<file path="src/rtl/seq_div_pkg.sv">
// seq_div_pkg: shared definitions for the sequential unsigned divider.
//   - state encodings (IDLE/CALC/DONE) and the FSM state type
//   - cnt_w(): width of the step counter that must hold the value N
package seq_div_pkg;

    localparam logic [1:0] S_IDLE = 2'd0;
    localparam logic [1:0] S_CALC = 2'd1;
    localparam logic [1:0] S_DONE = 2'd2;

    typedef enum logic [1:0] {
        IDLE = S_IDLE,
        CALC = S_CALC,
        DONE = S_DONE
    } state_t;

    // Counter is loaded with N, so it needs clog2(N+1) bits.
    function automatic int cnt_w(input int n);
        return $clog2(n + 1);
    endfunction

endpackage

</file>
<file path="src/rtl/div_step_usign.sv">
// div_step_usign: one combinational restoring-division step.
// Ports:
//   rem      in  M+1  current partial remainder
//   q_msb    in  1    next dividend bit shifted in (MSB of quotient register)
//   b        in  M    divisor
//   rem_next out M+1  partial remainder after this step
//   qbit     out 1    quotient bit produced by this step
module div_step_usign #(
    parameter int M = 11
) (
    input  logic [M:0]   rem,
    input  logic         q_msb,
    input  logic [M-1:0] b,
    output logic [M:0]   rem_next,
    output logic         qbit
);

    logic [M:0]   rs;
    logic [M+1:0] diff;
    // rem < B always holds between steps, so its top bit is shifted out
    // without ever carrying information.
    logic         unused_rem_msb;

    assign unused_rem_msb = rem[M];
    assign rs             = {rem[M-1:0], q_msb};
    // One extra bit on the subtraction exposes the borrow.
    assign diff           = {1'b0, rs} - {2'b00, b};
    assign qbit           = ~diff[M+1];
    assign rem_next       = qbit ? diff[M:0] : rs;

endmodule

</file>
<file path="src/rtl/seq_div_usign.sv">
// seq_div_usign: sequential unsigned restoring divider, one quotient bit
// per clock, valid/ready on both sides. A = Q*B + R, R < B.
// Ports:
//   clk, rst_n          clock (rising edge), async active-low reset
//   in_valid/in_ready   operand handshake (A: N bits, B: M bits)
//   out_valid/out_ready result handshake (Q: N bits, R: M bits, dbz)
// Optional macro SEQ_DIV_FAST_EXIT_EN: when defined, B==0 or A<B skip the
// iterative phase and complete one edge after accept with identical results.
module seq_div_usign
    import seq_div_pkg::*;
#(
    parameter int N = 32,
    parameter int M = 11
) (
    input  logic         clk,
    input  logic         rst_n,
    input  logic         in_valid,
    output logic         in_ready,
    input  logic [N-1:0] A,
    input  logic [M-1:0] B,
    output logic         out_valid,
    input  logic         out_ready,
    output logic [N-1:0] Q,
    output logic [M-1:0] R,
    output logic         dbz
);

    localparam int CW = cnt_w(N);

    state_t        state, state_nx;
    logic [N-1:0]  q;
    logic [M-1:0]  b_r;
    logic [M:0]    rem;
    logic [CW-1:0] cnt;
    logic          dbz_r;

    logic [M:0]    rem_nx;
    logic          qbit;
    logic          accept;
    logic          fast;

    div_step_usign #(.M(M)) u_step (
        .rem      (rem),
        .q_msb    (q[N-1]),
        .b        (b_r),
        .rem_next (rem_nx),
        .qbit     (qbit)
    );

    assign accept = in_valid && (state == IDLE);

`ifdef SEQ_DIV_FAST_EXIT_EN
    // Results for these cases are known up front; no need to iterate.
    assign fast = (B == '0) || (A < N'(B));
`else
    assign fast = 1'b0;
`endif

    always_comb begin
        state_nx  = state;
        in_ready  = 1'b0;
        out_valid = 1'b0;
        case (state)
            IDLE: begin
                in_ready = 1'b1;
                if (in_valid) state_nx = fast ? DONE : CALC;
            end
            CALC: begin
                if (cnt == CW'(1)) state_nx = DONE;
            end
            DONE: begin
                out_valid = 1'b1;
                if (out_ready) state_nx = IDLE;
            end
            default: state_nx = IDLE;
        endcase
    end

    always_ff @(posedge clk or negedge rst_n) begin
        if (!rst_n) state <= IDLE;
        else        state <= state_nx;
    end

    always_ff @(posedge clk or negedge rst_n) begin
        if (!rst_n) begin
            q     <= '0;
            b_r   <= '0;
            rem   <= '0;
            cnt   <= '0;
            dbz_r <= 1'b0;
        end else if (accept) begin
            b_r   <= B;
            dbz_r <= (B == '0);
            cnt   <= CW'(N);
            if (fast) begin
                // B==0: every subtraction of zero succeeds -> all ones.
                // A<B: quotient is zero and A itself is the remainder.
                q   <= (B == '0) ? '1 : '0;
                rem <= {1'b0, A[M-1:0]};
            end else begin
                q   <= A;
                rem <= '0;
            end
        end else if (state == CALC) begin
            rem <= rem_nx;
            q   <= {q[N-2:0], qbit};
            cnt <= cnt - CW'(1);
        end
    end

    assign Q   = q;
    assign R   = rem[M-1:0];
    assign dbz = dbz_r;

endmodule

</file>
<file path="config.mk">
export PLATFORM = sky130hd
export DESIGN_NAME = seq_div_usign
export DESIGN_NICKNAME = d
export VERILOG_FILES = /design/src/rtl/seq_div_pkg.sv /design/src/rtl/div_step_usign.sv /design/src/rtl/seq_div_usign.sv
export SDC_FILE = /design/constraint.sdc
export NUM_CORES = 1
export LEC_CHECK = 0
export ABC_AREA = 0
export CORE_ASPECT_RATIO = 1.25
export CORE_MARGIN = 2
export CORE_UTILIZATION = 50
export DETAILED_ROUTE_END_ITERATION = 8
export PLACE_DENSITY = 0.94
export SKIP_LAST_GASP = 1
export SYNTH_ARGS = -nofsm -noshare
export SYNTH_HDL_FRONTEND = slang
export SYNTH_SLANG_ARGS = --single-unit
</file>
<file path="constraint.sdc">
create_clock -name clk -period 3.8 [get_ports clk]
set_clock_uncertainty 0.2 [all_clocks]
set_input_delay 1.14 -clock clk [delete_from_list [all_inputs] [get_ports clk]]
set_output_delay 1.14 -clock clk [all_outputs]
set_load 0.005 [all_outputs]
</file>
==> results by stage <==
Routing:
- For this block, the via count after detailed routing is 2911.
- The DRC violation total after the first TritonRoute iteration is 155.
- The count of nets left with antenna violations once routing finished came out at 0.
- Using the TritonRoute via totals, the vias-per-cell ratio works out to 5.61.
- In the final routed layout, each cell accounts on average for 16.4 um.
- Wires add up to 8520 um.
- For this run, the detailed router's first-pass iteration total came to 5.
- For this run, design rule violations remaining after detail routing come to 0.

Worst hold path:
- Counting instances, the worst hold path has a depth of 1.
- The min-delay analysis places its worst path in the category register to register.

Clocking:
- At the later pin of the worst-skew pair, clock insertion delay measures 350 ps.
- The TritonCTS clock tree is built.
- The clock-pin slew on the worst setup and hold paths is 70 ps.
- The buffer count from post-CTS setup fixing is 0.
- The H-tree depth reported by CTS is 3.
- Hold repair after CTS inserted 0 buffers.
- The maximum count of clock buffers along a single path is 2.
- The library cell used as clock root buffer is clkbuf_8.
- The TritonCTS sink count is 63.
- The number of cells upsized or downsized after cts is 0.
- The CTS buffer count is 9.

Cells and area:
- The area growth from synthesis to layout is 37.3%.
- The number of antenna diodes in the final layout is 0.
- The number of filler cells placed in the layout is 462.
- The share of final-layout standard cells stronger than drive strength 1 is 6.45%.
- The post-layout instance area is 4380 um2.
- The number of standard cells in the final layout excluding fillers is 519.
- The final layout contains 491 nets.

Critical path:
- Along the worst path, the maximum fanout reaches 12.
- The number of buffers and inverters on the critical path is 2.
- The launching element type of the critical path is a register.
- The worst setup path category is register to register.
- On the critical path the largest part of the delay comes from compound AO/OA/AOI/OAI gates.
- The stage delay of the slowest cell on the critical path is 710 ps.
- The critical path arrival is 3040 ps.
- The critical path capture point type is a register.
- The slowest stage of the critical path is the o311ai_4 cell.
- The critical path's most frequent cell is inv_1.
- The count of cell instances traversed by the critical path is 10.
- The required time of the critical path is 3810 ps.
- The worst register-to-register path has a depth of 10.
- Walking the worst path, the cells encountered are inv_1 -> ha_1 -> inv_1 -> fa_1 -> a21o_2 -> a21oi_2 -> o31a_1 -> o311ai_4 -> nor4b_1 -> o21ai_0.

Global routing:
- The first-pass GRT wire length is 14000 um.
- For this run the aggregate overflow at the end of global routing stands at 0.
- The largest net degree at the start of global routing is 36.
- The initial antenna violation count came to 0.
- The overall routing resource usage is 26.2%.
- The number of global-route vias before repair was 2953.

Die:
- The die boundary height is 93.3 um.
- The core footprint is 6170 um2.
- The I/O pin total is 93.
- The chip width is 75.5 um.
- The starting utilization of the core area is 51.8%.
- The initialized floorplan defines 32 standard-cell rows.
- The area enclosed by the die boundary is 7040 um2.

Run status:
- The flow ran to the end, and the final reports show no timing, DRC or antenna violations.

Power and ir drop:
- Across the VDD grid, the largest voltage drop is 0.000244 V.
- The analysis attributes to cell leakage a power of 2.07 nW.
- Dividing total power by cell area gives a power density of 311 nW/um2.

Run:
- Across the run, the number of max-cap violations was 0.

Yosys:
- The count of flip-flops with a built-in enable after synthesis is 0.
- The part of the Yosys area used for sequential elements is 49.4%.
- The average cell area after synthesis is 9.36 um2.
- The number of storage elements in the synthesis netlist is 63.
- For this run, asynchronously set or reset flops after synthesis account for 100%.
- The number of distinct library cells after synthesis is 45.
- The cell count after synthesis came out at 341.
- The total number of yosys warnings is 0.
- The number of nets produced by synthesis is 402.
- The summed instance area of the synthesized netlist is 3190 um2.
- For this run, the leading register cell type out of synthesis is dfrtp_1.

Placement:
- In this run the cell area measured after placement is 4170 um2.
- Buffers placed on the I/O ports in this run total 92.
- The sum of net half-perimeters after detailed placement is 5870 um.
- The last weighted congestion value of the routability-driven placer is 0.857.
- Counting tap cells, the placed design contains a total of 504 instances.
- The worst setup timing slack at the placement stage is 667 ps.

STA:
- The total negative setup slack is 0 ps.
- The worst path uses 79.7% of the clock period.
- The routed design could run at a clock period as short as 3030 ps.
- The count of endpoints failing setup in the final report is 0.
- The final number of max-transition violations is 0.
- Setup slack closes at 773 ps.
- For this run, the top clock speed supported by timing is 330 MHz.
- The pin slew with the least headroom to its limit is 795 ps.
- The hold violation count in the final report is 0.
- Headroom to the max-slew limit came out at 46.8%.
- Setup repair after global routing left no endpoint under its margin.
Yosys cell counts, types with 2 or more instances:
cell      number  area [um2]
ha_1          13         163
nor4_1         4        25.0
and3_1         2        12.5
inv_1         16        60.1
mux2i_1        9        90.1
nor2_1         9        33.8
o21ai_0       24         120
nand3_1        9        45.0
xor2_1         2        17.5
xnor2_1        5        43.8
dfrtp_1       63        1580
nand2_1       90         338
clkbuf_1      12        45.0
o21a_1         3        22.5
a22oi_1       32         240
nand2b_1       2        12.5
nor2b_1        3        18.8
nor3_1         2        10.0
o21ai_1        7        35.0
buf_1          3        11.3
a22o_1         2        17.5
buf_2          2        10.0
o31a_1         2        17.5
a21oi_1        4        20.0
cells in the final DEF (no fill, tap or decap), types with 3 or more instances in the layout:
cell type | synthesis | routed
a21oi_1 | 4 | 4
a22oi_1 | 32 | 32
buf_4 | 1 | 5
clkbuf_8 | 0 | 9
clkdlybuf4s50_1 | 0 | 91
dfrtp_1 | 63 | 63
ha_1 | 13 | 13
inv_1 | 16 | 16
mux2i_1 | 9 | 9
nand2_1 | 90 | 90
nand3_1 | 9 | 9
nor2_1 | 9 | 8
nor4_1 | 4 | 4
o21a_1 | 3 | 3
o21ai_0 | 24 | 24
o21ai_1 | 7 | 7
xnor2_1 | 5 | 5
per-layer routing:
metal	vias up	GRT usage (%)	wire length, um
li1	1364	-	-
met1	1405	32.8	3320
met2	123	43.1	4530
met3	19	6.03	468
met4	0	10.5	194
met5	-	0	0
logic make-up after synthesis:
family / Yosys count / share of synthesized area, %
AND/OR/NAND/NOR: 128 / 17.2
AO/OA/AOI/OAI: 84 / 18.0
flip-flops: 63 / 49.4
buffers and inverters: 35 / 4.55
adder cells (fa/ha/maj): 14 / 5.72
multiplexers: 10 / 3.18
XOR/XNOR: 7 / 1.92
stage by stage:
step / util, % / hold slack [ps] / power [W]
2_1_floorplan: - / 252 / 0.000684
3_3_place_gp: 67.7 / 275 / 0.000749
3_5_place_dp: 67.7 / 294 / 0.000749
4_1_cts: 71.1 / 309 / 0.00137
5_1_grt: 71.1 / 337 / 0.00140
6_report: 71.1 / 306 / 0.00136
cell type report:
cell class	instances	area, um2	share of cell area, %
timing repair buffer	97	953	21.8
tap	85	106	2.43
sequential	63	1580	36.0
clock buffer	9	124	2.83
multi-input combinational	243	1480	33.7
inverter	16	60.1	1.37
clock inverter	6	86.3	1.97
worst reg2reg max path, stage by stage, from the launching register on:
cell and delay (ps):
dfrtp_1 340, inv_1 70, ha_1 190, inv_1 70
fa_1 210, a21o_2 160, a21oi_2 70, o31a_1 360
o311ai_4 720, nor4b_1 360, o21ai_0 150
state kept, by name, summed over array words and instances (netlist names):
signal,cells
cnt,6
Q,32
rem,11
dbz,1
b_r,11
state,2
final timing paths:
| path | start | end | slack, ps |
|---|---|---|---|
| min | dbz$_DFFE_PN0P_ | dbz$_DFFE_PN0P_ | 310 |
| max reg2reg | Q[31]$_DFFE_PN0P_ | rem[9]$_DFFE_PN0P_ | 770 |
| max in group asynchronous | rst_n | rem[9]$_DFFE_PN0P_ | 2460 |
| min in group asynchronous | rst_n | Q[30]$_DFFE_PN0P_ | 600 |
| min reg2reg | dbz$_DFFE_PN0P_ | dbz$_DFFE_PN0P_ | 310 |
| max | Q[31]$_DFFE_PN0P_ | rem[9]$_DFFE_PN0P_ | 770 |
report_power, final:
part	total, W	internal [W]	switching (W)
combinational	0.0000655	0.0000429	0.0000226
clock	0.000629	0.000364	0.000265
sequential	0.000670	0.000670	0
total	0.00136	0.00108	0.000287
Note: power is estimated with default switching activity, not from simulation.
